$ cat src/rtl/uart_rx_unit.sv
// rtl/uart_rx_unit.sv - 16x oversampled UART receiver with parity and framing checks
module uart_rx_unit #(
    parameter int CLK_FREQ = 50_000_000
) (
    input  logic       clock,
    input  logic       reset,
    input  logic       data_rx,
    input  logic [1:0] parity_type,
    input  logic [1:0] baud_rate,
    output logic [7:0] data_out,
    output logic       parity_error,
    output logic       frame_error,
    output logic       active_flag,
    output logic       done_flag
);

    localparam int DIV_2400  = CLK_FREQ / (16 * 2400);
    localparam int DIV_4800  = CLK_FREQ / (16 * 4800);
    localparam int DIV_9600  = CLK_FREQ / (16 * 9600);
    localparam int DIV_19200 = CLK_FREQ / (16 * 19200);
    localparam int CW        = $clog2(DIV_2400 + 1);

    localparam logic [2:0] IDLE   = 3'd0;
    localparam logic [2:0] START  = 3'd1;
    localparam logic [2:0] DATA   = 3'd2;
    localparam logic [2:0] PARITY = 3'd3;
    localparam logic [2:0] STOP   = 3'd4;

    logic          rx_meta;
    logic          rx_s;
    logic          rx_prev;
    logic [2:0]    state;
    logic [1:0]    baud_l;
    logic [1:0]    par_l;
    logic [CW-1:0] tick_cnt;
    logic [CW-1:0] div_m1;
    logic [3:0]    samp_cnt;
    logic [2:0]    bit_cnt;
    logic [7:0]    shift_reg;
    logic          par_bit;
    logic          done_save;
    logic          tick;
    logic          full_bit;
    logic          start_edge;
    logic          par_en;
    logic          par_err_calc;

    // Two-flop synchronizer plus one delayed copy for falling-edge detection
    always_ff @(posedge clock or posedge reset) begin
        if (reset) begin
            rx_meta <= 1'b1;
            rx_s    <= 1'b1;
            rx_prev <= 1'b1;
        end else begin
            rx_meta <= data_rx;
            rx_s    <= rx_meta;
            rx_prev <= rx_s;
        end
    end

    // Oversample divisor minus one, from the baud code latched at frame start
    always_comb begin
        div_m1 = CW'(DIV_9600 - 1);
        case (baud_l)
            2'b00:   div_m1 = CW'(DIV_2400 - 1);
            2'b01:   div_m1 = CW'(DIV_4800 - 1);
            2'b10:   div_m1 = CW'(DIV_9600 - 1);
            default: div_m1 = CW'(DIV_19200 - 1);
        endcase
    end

    assign start_edge  = rx_prev & ~rx_s;
    assign tick        = (tick_cnt == div_m1);
    assign full_bit    = tick && (samp_cnt == 4'd15);
    assign par_en      = (par_l == 2'b01) || (par_l == 2'b10);
    assign active_flag = (state != IDLE);

    // Odd parity wants an odd total of ones across data and parity bit, even wants even
    always_comb begin
        par_err_calc = 1'b0;
        case (par_l)
            2'b01:   par_err_calc = ~(^shift_reg ^ par_bit);
            2'b10:   par_err_calc = ^shift_reg ^ par_bit;
            default: par_err_calc = 1'b0;
        endcase
    end

    // Tick counter: free-runs 0..DIV-1 while a frame is in progress, parked at 0 in IDLE
    always_ff @(posedge clock or posedge reset) begin
        if (reset) begin
            tick_cnt <= '0;
        end else if (state == IDLE || tick) begin
            tick_cnt <= '0;
        end else begin
            tick_cnt <= tick_cnt + CW'(1);
        end
    end

    // Frame FSM: mid-bit sampling, shift register, and result commit
    always_ff @(posedge clock or posedge reset) begin
        if (reset) begin
            state        <= IDLE;
            baud_l       <= 2'b00;
            par_l        <= 2'b00;
            samp_cnt     <= 4'd0;
            bit_cnt      <= 3'd0;
            shift_reg    <= 8'h00;
            par_bit      <= 1'b0;
            done_save    <= 1'b0;
            data_out     <= 8'h00;
            parity_error <= 1'b0;
            frame_error  <= 1'b0;
            done_flag    <= 1'b0;
        end else begin
            if (state != IDLE && tick) begin
                samp_cnt <= samp_cnt + 4'd1;
            end
            case (state)
                IDLE: begin
                    samp_cnt <= 4'd0;
                    if (start_edge) begin
                        state     <= START;
                        baud_l    <= baud_rate;
                        par_l     <= parity_type;
                        done_save <= done_flag;
                        done_flag <= 1'b0;
                    end
                end
                START: begin
                    if (tick && samp_cnt == 4'd7) begin
                        samp_cnt <= 4'd0;
                        bit_cnt  <= 3'd0;
                        if (!rx_s) begin
                            state <= DATA;
                        end else begin
                            // False start: the frame never existed, so done_flag is restored
                            state     <= IDLE;
                            done_flag <= done_save;
                        end
                    end
                end
                DATA: begin
                    if (full_bit) begin
                        shift_reg <= {rx_s, shift_reg[7:1]};
                        bit_cnt   <= bit_cnt + 3'd1;
                        if (bit_cnt == 3'd7) begin
                            state <= par_en ? PARITY : STOP;
                        end
                    end
                end
                PARITY: begin
                    if (full_bit) begin
                        par_bit <= rx_s;
                        state   <= STOP;
                    end
                end
                STOP: begin
                    if (full_bit) begin
                        data_out     <= shift_reg;
                        parity_error <= par_err_calc;
                        frame_error  <= ~rx_s;
                        done_flag    <= 1'b1;
                        state        <= IDLE;
                    end
                end
                default: state <= IDLE;
            endcase
        end
    end

endmodule

$ cat config.mk
export PLATFORM = sky130hd
export DESIGN_NAME = uart_rx_unit
export DESIGN_NICKNAME = d
export VERILOG_FILES = /design/src/rtl/uart_rx_unit.sv
export SDC_FILE = /design/constraint.sdc
export NUM_CORES = 1
export LEC_CHECK = 0
export ABC_AREA = 1
export BUFFER_PORTS_ARGS = -buffer_cell sky130_fd_sc_hd__buf_2
export CORE_UTILIZATION = 56
export CTS_BUF_LIST = sky130_fd_sc_hd__clkbuf_4
export CTS_CLUSTER_SIZE = 20
export DETAILED_ROUTE_END_ITERATION = 6
export GPL_TIMING_DRIVEN = 0
export PLACE_DENSITY = 0.78
export SLEW_MARGIN = 15
export SYNTH_ARGS = -nofsm -noshare
export SYNTH_HDL_FRONTEND = slang
export SYNTH_SLANG_ARGS = --single-unit
$ cat constraint.sdc
create_clock -name clock -period 1.95 [get_ports clock]
set_input_delay 0.2925 -clock clock [delete_from_list [all_inputs] [get_ports clock]]
set_output_delay 0.2925 -clock clock [all_outputs]
set_load 0.05 [all_outputs]
# [After elaboration in Yosys (flattened, before gate mapping)]
# Cells that the tools add are included.
[classes] reduce_logical=18 bitwise_logic=4 eq_ne=19 n_addsub=3 muxes=23
[op_table] operator="$pmux W11 S3" n=1
[op_table] operator="$mux W3" n=9
[op_table] operator="$pmux W3 S5" n=1
[op_table] operator="$ne A2 B2 Y1 const B" n=7
[op_table] operator="$add A11 B1 Y11 const B" n=1
[op_table] operator="$eq A11 B11 Y1" n=1
[op_table] operator="$mux W11" n=1
[op_table] operator="$mux W4" n=2
[op_table] operator="$pmux W4 S2" n=1
[op_table] operator="$reduce_and A2 Y1" n=4
[op_table] operator="$reduce_xor A8 Y1" n=1
[op_table] operator="$eq A3 B2 Y1 const B" n=2
[op_table] operator="$eq A3 B3 Y1 const B" n=2
[op_table] operator="$pmux W3 S2" n=1
[op_table] operator="$reduce_and A6 Y1" n=1
[op_table] operator="$reduce_bool A3 Y1" n=2
[op_table] operator="$reduce_and A5 Y1" n=1
[op_table] operator="$add A4 B1 Y4 const B" n=1
[op_table] operator="$eq A2 B1 Y1 const B" n=2
[op_table] operator="$eq A2 B2 Y1 const B" n=2
[op_table] operator="$eq A4 B3 Y1 const B" n=1
[op_table] operator="$eq A4 B4 Y1 const B" n=1
[op_table] operator="$mux W1" n=4
[op_table] operator="$add A3 B1 Y3 const B" n=1
[op_table] operator="other kinds (13)" n=17
[totals] word_cells=83 inputBits=7 ff_bits=49 out_inout_bits=12

# [Depth between registers and ports, before layout]
# Gate-level depths: netlist of run 1.
[depth] ltp_word=7 mapped_depth=14 mapped_depth_nobuf=14

# [Worst setup path after synthesis of run 1]
# OpenSTA, ideal clock, no wires.
[synth_timing] kind="reg-to-reg" from="register baud_l[0]" to="register parity_error" required_ns=1.832 stages_incl_launch_ff=12 arrival_ns=1.742 path_buffers=1 path_slack_ns=0.090 setup_ns=0.118 synth_period_minus_slack_ns=1.860 path_cell_list="dfrtp_1 > inv_1 > ha_1 > xor2_1 > nand2_1 > nor2_2 > nand4_4 > nor2_4 > inv_4 > buf_6 > nand2_1 > nand2_1"
[synth_via] elab_chain_cells=5 word_cells_on_any_way=7 cone_classes="eq/ne: 3; mux: 1; reduce/logical: 3"
[synth_lines] element="from (decl)" line_no="33" source="logic [1:0] baud_l;"
[synth_lines] element="from (signal assigned)" line_no="123" source="baud_l <= baud_rate;"
[synth_lines] element="$eq A2 B2 Y1 (tied with other cells)" line_no="64" source="case (baud_l)"
[synth_lines] element="$pmux W11 S3 (*)" line_no="64"
[synth_lines] element="$eq A11 B11 Y1 (*)" line_no="73" source="assign tick = (tick_cnt == div_m1);"
[synth_lines] element="$logic_and A1 B1 Y1 (*)" line_no="74" source="assign full_bit = tick && (samp_cnt == 4'd15);"
[synth_lines] element="$reduce_and A2 Y1 (no source line) (*)"
[synth_lines] element="to (signal assigned)" line_no="160" source="parity_error <= par_err_calc;"
[synth_lines] element="to (decl)" line_no="11" source="output logic parity_error,"
# Every way passes the cells marked *; elsewhere a longest branch is shown, timed or not.
# A chain may end at the register's enable or synchronous reset.

# [Worst setup path in the final report of run 1]
[layout_timing] from="register baud_l[0]" to="register state[2]"
[layout_via] elab_chain_cells=6 word_cells_on_any_way=12 cone_classes="eq/ne: 7; mux: 1; reduce/logical: 4"
[layout_lines] element="$eq A2 B2 Y1 (tied with other cells)" line_no="64"
[layout_lines] element="$pmux W11 S3 (*)" line_no="64"
[layout_lines] element="$eq A11 B11 Y1 (*)" line_no="73"
[layout_lines] element="$logic_and A1 B1 Y1, on equally long branches" line_no="74, 130"
[layout_lines] element="$ne A2 B2 Y1 (no source line)"
[layout_lines] element="$reduce_and A6 Y1 (no source line) (*)"
[layout_lines] element="to (signal assigned)" line_no="147" source="state <= par_en ? PARITY : STOP;"
[layout_lines] element="to (decl)" line_no="32" source="logic [2:0] state;"
# Marks and branches as above.

==> results_dict.tcl, run 1 <==
set metrics [dict create \
    number_of_nets_in_the_layout 381 \
    synth-edff-count 0 \
    last_weighted_congestion_value_of_the_routability_driven_placer 0.928 \
    synth_fp_nets 335 \
    worst_path_largest_cell_delay_ns 0.49 \
    portion_of_synthesized_cell_area_occupied_by_the_leading_cell_type_pct 43.2 \
    rr_startpoint "baud_l[0]" \
    num_antenna_cells 0 \
    max_slew.worst_pin.slew_ns 0.607 \
    global_route_wire_length_before_repair_um 9010 \
    timing.rr.end "state[2]" \
    setup_violations 29 \
    post_synth_inst_count 318 \
    final.period_utilization_pct 108 \
    synth.avg_cell_area_um2 8.38 \
    detail_route.drc_violations 2 \
    grt_max_degree 28 \
    initial_utilization_pct 59.6 \
    syn_to_final_growth_pct 25.4 \
    ios 19 \
    insertion_delay_ns 0.37 \
    timing_hold_violations_final 0 \
    period_needed_ns 2.10 \
    cp_slowest_cell "sky130_fd_sc_hd__dfrtp_2" \
    violations "DRC, setup timing" \
    power.ir.vdd_worst_mv 0.983 \
    dieArea_um2 5040 \
    drt_first_pass_iters 7 \
    tns_ns -2.25 \
    powerDensity_nw_per_um2 1150 \
    hpwlAfterDp_um 3590 \
    finalWorstSetupSlack_ns -0.153 \
    cts_tree "built" \
    async_flop_share_pct 100 \
    drive_above_1_share_pct 32.6 \
    maximum_level_of_the_cts_h_tree 2 \
    routed_vias 2166 \
    wl_per_cell_um 13.5 \
    placement.io_buffers 18 \
    crit_path_start_kind "flip-flop" \
    path_cells "inv_4, ha_4, xor2_2, nand2_2, nor2_4, nand4_4, buf_12, buf_6, nand2_4, nand2_4, nor2_4, nand3_2, nand2_1" \
    core_region_um2 4470 \
    largest_register_ffs 11 \
    fin_worst_hold_slack_ns 0.168 \
    hold_path.startpoint "baud_rate[0]" \
    synth.distinct_cells 33 \
    synth.top_cells.by_area "sky130_fd_sc_hd__dfrtp_1 (43%), sky130_fd_sc_hd__nand2_1 (12%), sky130_fd_sc_hd__inv_1 (6.2%), sky130_fd_sc_hd__o21ai_2 (5.6%), sky130_fd_sc_hd__ha_1 (4.7%)" \
    grt_remaining_overflow 0 \
    worst_hold_path_type "input port to flip-flop" \
    critical_path_required_ns 2.25 \
    seq_total_area_yosys_pct 46.1 \
    die_w_um 71 \
    endpoint_kind "flip-flop" \
    floorplan.rows 24 \
    timing.clock.skew_ns 0.0174 \
    grt_antenna_before_repair 0 \
    die-height_um 71 \
    cts.clk_slew.worst_paths_ns 0.14 \
    dpl-instance-area_um2 2850 \
    tritoncts.num_buffers 5 \
    ys_dominant_reg_cell "sky130_fd_sc_hd__dfrtp_1" \
    timing.hold.worst_path_depth 3 \
    run_status "finished, violations left" \
    detail_route.wirelength_um 5630 \
    critPathKind "flip-flop to flip-flop" \
    regToRegSetupSlack_ns -0.15 \
    ant_nets 0 \
    final_cell_area_um2 3340 \
    synth_warnings 0 \
    nFillCells 316 \
    rr_worst_depth 13 \
    mappedNetlistArea_um2 2670 \
    rsz0062_at_grt "true" \
    drt_first_iter_violations 153 \
    vias_in_the_first_global_route 2043 \
    timing.final.max_slew_violations 0 \
    critPathArrivalTime_ns 2.41 \
    cts_root_buffer "sky130_fd_sc_hd__clkbuf_4" \
    ys_seq_elements 49 \
    clock_sinks 49 \
    track_usage_pct 22.8 \
    worst-path-max-fanout 5 \
    max_clock_freq_ghz 0.476 \
    worst_slew_margin_rel_pct 59.5 \
    maximum_number_of_buffers_from_clock_root_to_sink 2 \
    leakage_power_of_the_design_nw 1.71 \
    hold_end "baud_l[0]" \
    synth_area_leader_cell "sky130_fd_sc_hd__dfrtp_1" \
    drv.max_cap_violation_count 0 \
    vias_per_cell 5.19 \
    yosys-top-cells-count "sky130_fd_sc_hd__nand2_1 (85), sky130_fd_sc_hd__dfrtp_1 (46), sky130_fd_sc_hd__inv_1 (44)" \
    post-synth-top-count-cell "sky130_fd_sc_hd__nand2_1" \
]
## where the power goes
part           leakage, nW  internal (mW)  switching [mW]  total (mW)
registers            0.649           1.16           0.138        1.30
logic                 1.01          0.727            1.21        1.94
clock network       0.0456          0.283           0.316       0.600
total                 1.71           2.17            1.67        3.84
## area by class of cell
type / instances / area [um^2] / share of cell area, %
Buffer: 3 / 41.3 / 1.23
Timing Repair Buffer: 39 / 350 / 10.5
Multi-Input combinational cell: 219 / 1390 / 41.6
Inverter: 47 / 184 / 5.50
Clock buffer: 6 / 45.0 / 1.35
Sequential cell: 49 / 1230 / 36.8
Tap cell: 52 / 65.1 / 1.95
Clock inverter: 2 / 35.0 / 1.05
## worst max-delay path by stage
| stage | from | to | slack (ns) | depth (start not counted) |
|---|---|---|---|---|
| after floorplan | baud_l[0] | parity_error | 0.09 | 11 |
| after global placement | reset | bit_cnt[0] | -0.14 | 2 |
| after detailed placement | baud_l[0] | parity_error | -0.19 | 11 |
| after CTS | baud_l[0] | parity_error | -0.10 | 12 |
| after global routing | baud_l[0] | state[2] | -0.24 | 13 |
| final | baud_l[0] | state[2] | -0.15 | 13 |
## layout by cell type, fill, tap and decap left out, types with 3 or more instances in the layout
master and count:
sky130_fd_sc_hd__a21oi_1 12, sky130_fd_sc_hd__buf_16 3, sky130_fd_sc_hd__buf_2 19, sky130_fd_sc_hd__buf_4 9, sky130_fd_sc_hd__buf_6 5, sky130_fd_sc_hd__clkbuf_4 6
sky130_fd_sc_hd__dfrtp_1 44, sky130_fd_sc_hd__dfstp_2 3, sky130_fd_sc_hd__ha_1 6, sky130_fd_sc_hd__ha_4 3, sky130_fd_sc_hd__inv_1 40, sky130_fd_sc_hd__inv_2 5
sky130_fd_sc_hd__nand2_1 69, sky130_fd_sc_hd__nand2_2 15, sky130_fd_sc_hd__nand2_4 6, sky130_fd_sc_hd__nand3_1 10, sky130_fd_sc_hd__nand3_2 4, sky130_fd_sc_hd__nor2_1 30
sky130_fd_sc_hd__nor2_4 5, sky130_fd_sc_hd__nor3_1 5, sky130_fd_sc_hd__o21ai_0 4, sky130_fd_sc_hd__o21ai_1 5, sky130_fd_sc_hd__o21ai_2 17, sky130_fd_sc_hd__xnor2_1 5
sky130_fd_sc_hd__xor2_1 3
## stage by stage
step	std cells	utilization, %	worst slack, ns	power (mW)
after floorplan	318	-	0.0902	2.42
after global placement	388	63.1	-0.140	2.66
after detailed placement	389	63.7	-0.193	2.72
after CTS	410	71.2	-0.104	3.47
after global routing	417	74.7	-0.238	4.11
final	417	74.7	-0.153	3.84
## worst max-delay path, delay by kind of cell (launching register included)
| family | cells | cell delay, ns |
|---|---|---|
| buffers and inverters | 3 | 0.38 |
| xor gates and xnor gates | 1 | 0.20 |
| adders and majority gates | 1 | 0.20 |
| and+or+nand+nor | 8 | 0.76 |
| DFF | 1 | 0.49 |
## layer usage
metal  vias to the layer above  global-route usage, %  routed length (um)
li1                       1088                      -                   -
met1                      1017                   30.1                2410
met3                        11                   3.42                 216
met2                        50                   39.2                2930
met5                         -                      0                   0
met4                         0                   6.67                  79
## kinds of logic (layout without fill, tap and decap cells)
kind of cell	count (synthesis)	after routing	share of synthesized area, %
AOI/OAI and AO/OA	43	43	11.4
adders and majority gates	10	10	4.69
and+or+nand+nor	156	156	26.7
buffers and inverters	50	97	7.74
DFF	49	49	46.1
xor gates and xnor gates	10	10	3.28
## timing repair
item | 4_1_cts | 5_1_grt
hold buffers | 1 | 1
cloned | 2 | 1
endpoints found under the setup margin | 39 | 41
resized for setup | 28 | 28
hold endpoints to repair | 18 | 1
pin swaps | 9 | 18
buffers inserted | 10 | 5
No activity file was read; power rests on OpenSTA's default activity.
==> run 2: changes to the inputs <==
- ABC_AREA: 1 -> default
==> run 2 against run 1 <==
Die area shrank 4.9%. Clock skew is essentially flat. Hold slack lost 0.033 ns. Largest cell class unchanged. First-iteration DRC count shrank 31%. Worst setup slack lost 0.37 ns. Highest routed layer unchanged. Non-clock buffer count grew 3. Final cell count shrank 23%. The flow finishes with violations (setup timing). Register-to-register slack lost 0.37 ns. Critical endpoint is now data_out[5]. Critical path depth shrank 3. Combinational power shrank 15%. Core utilization shrank 2.6 points.
==> results_dict.tcl, run 2 <==
set metrics [dict create \
    run_status "finished, violations left" \
    violations "setup timing" \
    drv.max_cap_violation_count 0 \
    synth.top_cells.by_area "sky130_fd_sc_hd__dfrtp_1 (45%), sky130_fd_sc_hd__mux2_2 (8.0%), sky130_fd_sc_hd__ha_1 (4.9%), sky130_fd_sc_hd__xnor2_1 (4.5%), sky130_fd_sc_hd__mux2_4 (4.2%)" \
    crit_buf_inv 3 \
    logic_pwr_share_pct 47.3 \
    critPathArrivalTime_ns 2.75 \
    synth.avg_cell_area_um2 11.5 \
    period_needed_ns 2.47 \
    vias_per_cell 5.72 \
    core_region_um2 4350 \
    post-synth-top-count-cell "sky130_fd_sc_hd__dfrtp_1" \
    timing_hold_violations_final 0 \
    seq_power_share_pct 38.7 \
    crit_path_start_kind "flip-flop" \
    maximum_number_of_buffers_from_clock_root_to_sink 2 \
    synth-edff-count 0 \
    cp_slowest_cell "sky130_fd_sc_hd__or4_4" \
    detail_route.wirelength_um 5270 \
    maximum_level_of_the_cts_h_tree 2 \
    seq_total_area_yosys_pct 48.6 \
    synth_fp_nets 238 \
    nFillCells 302 \
    clock_sinks 49 \
    internal_power_mw 2.07 \
    relative_contribution_of_the_clock_network_to_total_power_pct 13.9 \
    cts_root_buffer "sky130_fd_sc_hd__clkbuf_4" \
    utilization_pct 72.2 \
    track_usage_pct 24.3 \
    hpwlAfterDp_um 3180 \
    final.period_utilization_pct 127 \
    leakage_power_of_the_design_nw 1.49 \
    post_layout_nonfiller_instances 320 \
    post-place-cells 292 \
    power.total_mw 3.49 \
    initial_utilization_pct 58.2 \
    routed_vias 1829 \
    global_route_wire_length_before_repair_um 9180 \
    endpoint_kind "flip-flop" \
    max_slew.worst_pin.slew_ns 0.417 \
    drive_above_1_share_pct 39.6 \
    tns_ns -15.56 \
    dpl_worst_slack_ns -0.738 \
    insertion_delay_ns 0.38 \
    largest_register_ffs 11 \
    dieArea_um2 4790 \
    cts_tree "built" \
    num_antenna_cells 0 \
    grt_antenna_before_repair 0 \
    number_of_nets_in_the_layout 284 \
    layout_common_cells "sky130_fd_sc_hd__dfrtp_1 (45), sky130_fd_sc_hd__buf_2 (18), sky130_fd_sc_hd__nor2_1 (17), sky130_fd_sc_hd__mux2_2 (17), sky130_fd_sc_hd__buf_4 (14)" \
    grt_max_degree 34 \
    floorplan.rows 24 \
    worst-path-max-fanout 5 \
    detail_route.drc_violations 0 \
    worst_path_largest_cell_delay_ns 0.54 \
    timing.clock.skew_ns 0.0172 \
    switching_power_mw 1.42 \
    timing.final.max_slew_violations 0 \
    powerDensity_nw_per_um2 1110 \
    vias_in_the_first_global_route 1815 \
    finalWorstSetupSlack_ns -0.524 \
    wl_per_cell_um 16.5 \
    power.share.switching_pct 40.6 \
    grt_remaining_overflow 0 \
    syn_to_final_growth_pct 24.1 \
    worst_hold_path_type "input port to flip-flop" \
    tritoncts.num_buffers 5 \
    async_flop_share_pct 100 \
    final_cell_area_um2 3140 \
    power.ir.vdd_worst_mv 0.532 \
    drt_first_pass_iters 4 \
    synth.distinct_cells 45 \
    cts.clk_slew.worst_paths_ns 0.16 \
    dpl-instance-area_um2 2710 \
    drt_first_iter_violations 105 \
    synth_warnings 0 \
    synth_area_leader_cell "sky130_fd_sc_hd__dfrtp_1" \
    rsz0062_at_grt "true" \
    yosys-top-cells-count "sky130_fd_sc_hd__dfrtp_1 (46), sky130_fd_sc_hd__nor2_1 (19), sky130_fd_sc_hd__mux2_2 (18)" \
    post_synth_inst_count 221 \
    most_common_cell_after_layout_fill_and_taps_aside "sky130_fd_sc_hd__dfrtp_1" \
    setup_violations 41 \
    ys_dominant_reg_cell "sky130_fd_sc_hd__dfrtp_1" \
    die-height_um 69.2 \
    die_w_um 69.2 \
    fin_worst_hold_slack_ns 0.136 \
    placement.io_buffers 18 \
    ios 19 \
    path_cells "inv_2, ha_4, or4_4, nor2_4, a21oi_4, buf_12, nor4_4, nand3_2, buf_6, mux2_2" \
    worst_slew_margin_rel_pct 72.2 \
    critical_path_required_ns 2.22 \
    critPathKind "flip-flop to flip-flop" \
    ant_nets 0 \
    mappedNetlistArea_um2 2530 \
    last_weighted_congestion_value_of_the_routability_driven_placer 0.836 \
    cpLargestDelayFamily "simple AND/OR/NAND/NOR gates" \
    max_clock_freq_ghz 0.404 \
    ys_seq_elements 49 \
    portion_of_synthesized_cell_area_occupied_by_the_leading_cell_type_pct 45.5 \
]
run 2: cell types whose count changed after synthesis, moves of 5 or more:
| cell | previous run | this run |
|---|---|---|
| sky130_fd_sc_hd__nand2_2 | 5 | 0 |
| sky130_fd_sc_hd__o21ai_2 | 17 | 0 |
| sky130_fd_sc_hd__inv_1 | 44 | 7 |
| sky130_fd_sc_hd__a21oi_1 | 12 | 7 |
| sky130_fd_sc_hd__mux2_2 | 0 | 18 |
| sky130_fd_sc_hd__xor2_1 | 4 | 12 |
| sky130_fd_sc_hd__xnor2_1 | 6 | 13 |
| sky130_fd_sc_hd__mux2_4 | 0 | 7 |
| sky130_fd_sc_hd__nor2_1 | 30 | 19 |
| sky130_fd_sc_hd__nand2_1 | 85 | 9 |
run 2: kinds of logic after synthesis:
group | count (synthesis) | share of synthesized area [%]
xor gates and xnor gates | 25 | 8.65
and+or+nand+nor | 68 | 14.7
AOI/OAI and AO/OA | 29 | 7.71
buffers and inverters | 13 | 2.52
adders and majority gates | 10 | 4.94
muxes | 27 | 12.9
DFF | 49 | 48.6
run 2: worst paths after layout:
check	startpoint	depth (start not counted)	slack (ns)	to
worst max-delay path	baud_l[0]	10	-0.52	data_out[5]
worst min-delay path	parity_type[1]	2	0.14	par_l[1]
worst max register to register	baud_l[0]	10	-0.52	data_out[5]
worst min register to register	rx_meta	0	0.37	rx_s
max in group asynchronous	reset	4	0.96	rx_meta
min in group asynchronous	reset	3	0.41	par_l[0]
run 2: power by group through the flow:
stage / Sequential (mW) / Combinational (mW) / Clock (mW)
after floorplan: 1.32 / 0.755 / 0
after global placement: 1.32 / 0.955 / 0
after detailed placement: 1.32 / 0.991 / 0
after CTS: 1.31 / 1.63 / 0.497
after global routing: 1.37 / 1.77 / 0.543
final: 1.35 / 1.65 / 0.486
run 2: layout make-up:
| class | count | area [um^2] | area share [%] |
|---|---|---|---|
| multi-input cells | 159 | 1430 | 45.4 |
| flip-flops and latches | 49 | 1230 | 39.2 |
| repair buffers | 41 | 312 | 9.91 |
| well taps | 52 | 65.1 | 2.07 |
| clock buffers | 5 | 37.5 | 1.19 |
| inverters | 7 | 26.3 | 0.836 |
| plain buffers | 4 | 22.5 | 0.717 |
| clock inverters | 3 | 21.3 | 0.677 |
run 2: repair_timing:
item / CTS / global route
hold endpoints to repair: 17 / 0
pin swaps: 22 / 3
setup endpoints to repair: 47 / 42
buffers inserted: 19 / 1
resized for setup: 40 / 3
hold buffers: 2 / 0
gates cloned: 1 / 0
run 2: per-layer routing:
layer | GRT usage [%] | wire, um
met3 | 5.38 | 196
met1 | 33.7 | 2390
met2 | 38.6 | 2630
met4 | 7.26 | 52
met5 | 0 | 0
==> run 3: changes to the inputs <==
- RECOVER_POWER: default -> 50
==> run 3 against run 2 <==
The run still ends with setup timing left. Clock power barely moved. Critical path depth unchanged. Combinational power is essentially flat. Register-to-register slack about the same. Final cell count did not move. Critical endpoint unchanged. Total power is 0.23% lower. Core utilization shrank 0.34 points. Highest routed layer unchanged. First-iteration DRC count decreased by 3.8%.
==> results_dict.tcl, run 3 (synthesis gave the netlist of run 2 again) <==
set metrics [dict create \
    global_route_wire_length_before_repair_um 9180 \
    vias_in_the_first_global_route 1815 \
    final.period_utilization_pct 127 \
    timing.final.max_slew_violations 0 \
    power.ir.vdd_worst_mv 0.532 \
    vias_per_cell 5.68 \
    drv.max_cap_violation_count 0 \
    crit_path_start_kind "flip-flop" \
    worstSetupStartpoint "baud_l[0]" \
    drt_first_pass_iters 4 \
    insertion_delay_ns 0.38 \
    critPathArrivalTime_ns 2.75 \
    timing.clock.skew_ns 0.0168 \
    initial_utilization_pct 58.2 \
    dieArea_um2 4790 \
    rr_startpoint "baud_l[0]" \
    last_weighted_congestion_value_of_the_routability_driven_placer 0.836 \
    max_clock_freq_ghz 0.403 \
    number_of_nets_in_the_layout 284 \
    most_common_cell_after_layout_fill_and_taps_aside "sky130_fd_sc_hd__dfrtp_1" \
    routed_vias 1817 \
    post_layout_nonfiller_instances 320 \
    clock_sinks 49 \
    hold_path.startpoint "parity_type[1]" \
    wl_per_cell_um 16.4 \
    ant_nets 0 \
    power.total_mw 3.48 \
    critical_path_required_ns 2.22 \
    worst_hold_path_type "input port to flip-flop" \
    tritoncts.num_buffers 5 \
    drt_first_iter_violations 101 \
    detail_route.wirelength_um 5250 \
    max_slew.worst_pin.slew_ns 0.732 \
    cts_tree "built" \
    detail_route.drc_violations 0 \
    timing_hold_violations_final 0 \
    run_status "finished, violations left" \
    largest_register_ffs 11 \
    grt_remaining_overflow 0 \
    cp_slowest_cell "sky130_fd_sc_hd__or4_4" \
    dpl-instance-area_um2 2710 \
    syn_to_final_growth_pct 23.5 \
    grt_max_degree 34 \
    dpl_worst_slack_ns -0.738 \
    critPathKind "flip-flop to flip-flop" \
    worst-path-max-fanout 5 \
    core_region_um2 4350 \
    leakage_power_of_the_design_nw 1.48 \
    finalWorstSetupSlack_ns -0.533 \
    floorplan.rows 24 \
    timing.hold.worst_path_depth 2 \
    period_needed_ns 2.48 \
    placement.io_buffers 18 \
    path_cells "inv_2, ha_4, or4_4, nor2_4, a21oi_4, buf_12, nor4_4, nand3_2, buf_6, mux2_2" \
    powerDensity_nw_per_um2 1110 \
    worst_path_largest_cell_delay_ns 0.54 \
    drive_above_1_share_pct 38.8 \
    maximum_number_of_buffers_from_clock_root_to_sink 2 \
    worst_slew_margin_rel_pct 51.2 \
    endpoint_kind "flip-flop" \
    die-height_um 69.2 \
    crit_buf_inv 3 \
    cts.clk_slew.worst_paths_ns 0.16 \
    violations "setup timing" \
    track_usage_pct 24.3 \
    rsz0062_at_grt "true" \
    grt_antenna_before_repair 0 \
    die_w_um 69.2 \
    rr_worst_depth 10 \
    num_antenna_cells 0 \
    cpLargestDelayFamily "simple AND/OR/NAND/NOR gates" \
    ios 19 \
    final_cell_area_um2 3130 \
    maximum_level_of_the_cts_h_tree 2 \
    layout_common_cells "sky130_fd_sc_hd__dfrtp_1 (45), sky130_fd_sc_hd__buf_2 (19), sky130_fd_sc_hd__nor2_1 (17), sky130_fd_sc_hd__mux2_2 (17), sky130_fd_sc_hd__buf_4 (14)" \
    cts_root_buffer "sky130_fd_sc_hd__clkbuf_4" \
    hpwlAfterDp_um 3180 \
    tns_ns -15.62 \
    post-place-cells 292 \
    setup_violations 41 \
    worst-path-stages 10 \
]
[run 3: cell counts in the layout (fill, tap and decap cells not counted)]
Identical to the previous run, type by type.
[run 3: path summary, 6_finish.rpt]
| kind | to | slack [ns] |
|---|---|---|
| max | data_out[5] | -0.53 |
| min | par_l[1] | 0.13 |
| max reg2reg | data_out[5] | -0.53 |
| min reg2reg | rx_s | 0.37 |
| max in group asynchronous | baud_l[1] | 0.25 |
| min in group asynchronous | par_l[0] | 0.51 |
[run 3: worst reg2reg max path, delay by kind of cell (launching register included)]
family	cells	cell delay, ns
compound gates	1	0.06
fa+ha+maj	1	0.17
buf+inv	3	0.42
flops	1	0.43
mux	1	0.26
simple gates	4	1.05
[run 3: layout make-up]
cell class / instances / area (um^2)
plain buffers: 4 / 22.5
flip-flops and latches: 49 / 1230
inverters: 7 / 26.3
fillers: 303 / 1230
multi-input cells: 159 / 1430
well taps: 52 / 65.1
repair buffers: 41 / 297
clock inverters: 3 / 21.3
clock buffers: 5 / 37.5
[run 3: metal layers]
metal	vias up	share of wire, %	global-route usage [%]
li1	872	-	-
met1	892	45	33.7
met2	47	50	38.6
met3	6	4.0	5.38
met4	0	1.0	7.26
met5	-	0	0
[run 3: stage by stage]
step	hold WS, ns	utilization [%]
4_1_cts	0.130	72.0
5_1_grt	0.120	71.8
2_1_floorplan	0.297	-
3_5_place_dp	0.293	62.2
6_report	0.134	71.8
3_3_place_gp	0.346	61.8
[run 3: what timing repair did]
action | in CTS | in global routing
endpoints found under the setup margin | 47 | 42
endpoints found under the hold margin | 17 | 0
cloned | 1 | 0
hold buffers | 2 | 0
pin swaps | 22 | 3
buffers inserted | 19 | 1
gates resized for setup | 40 | 3
[run 3: report_power, final]
group,internal (mW),total [mW],leakage [nW],switching [mW]
combinational,0.775,1.65,0.804,0.874
sequential,1.15,1.35,0.649,0.198
clock,0.143,0.486,0.0316,0.342
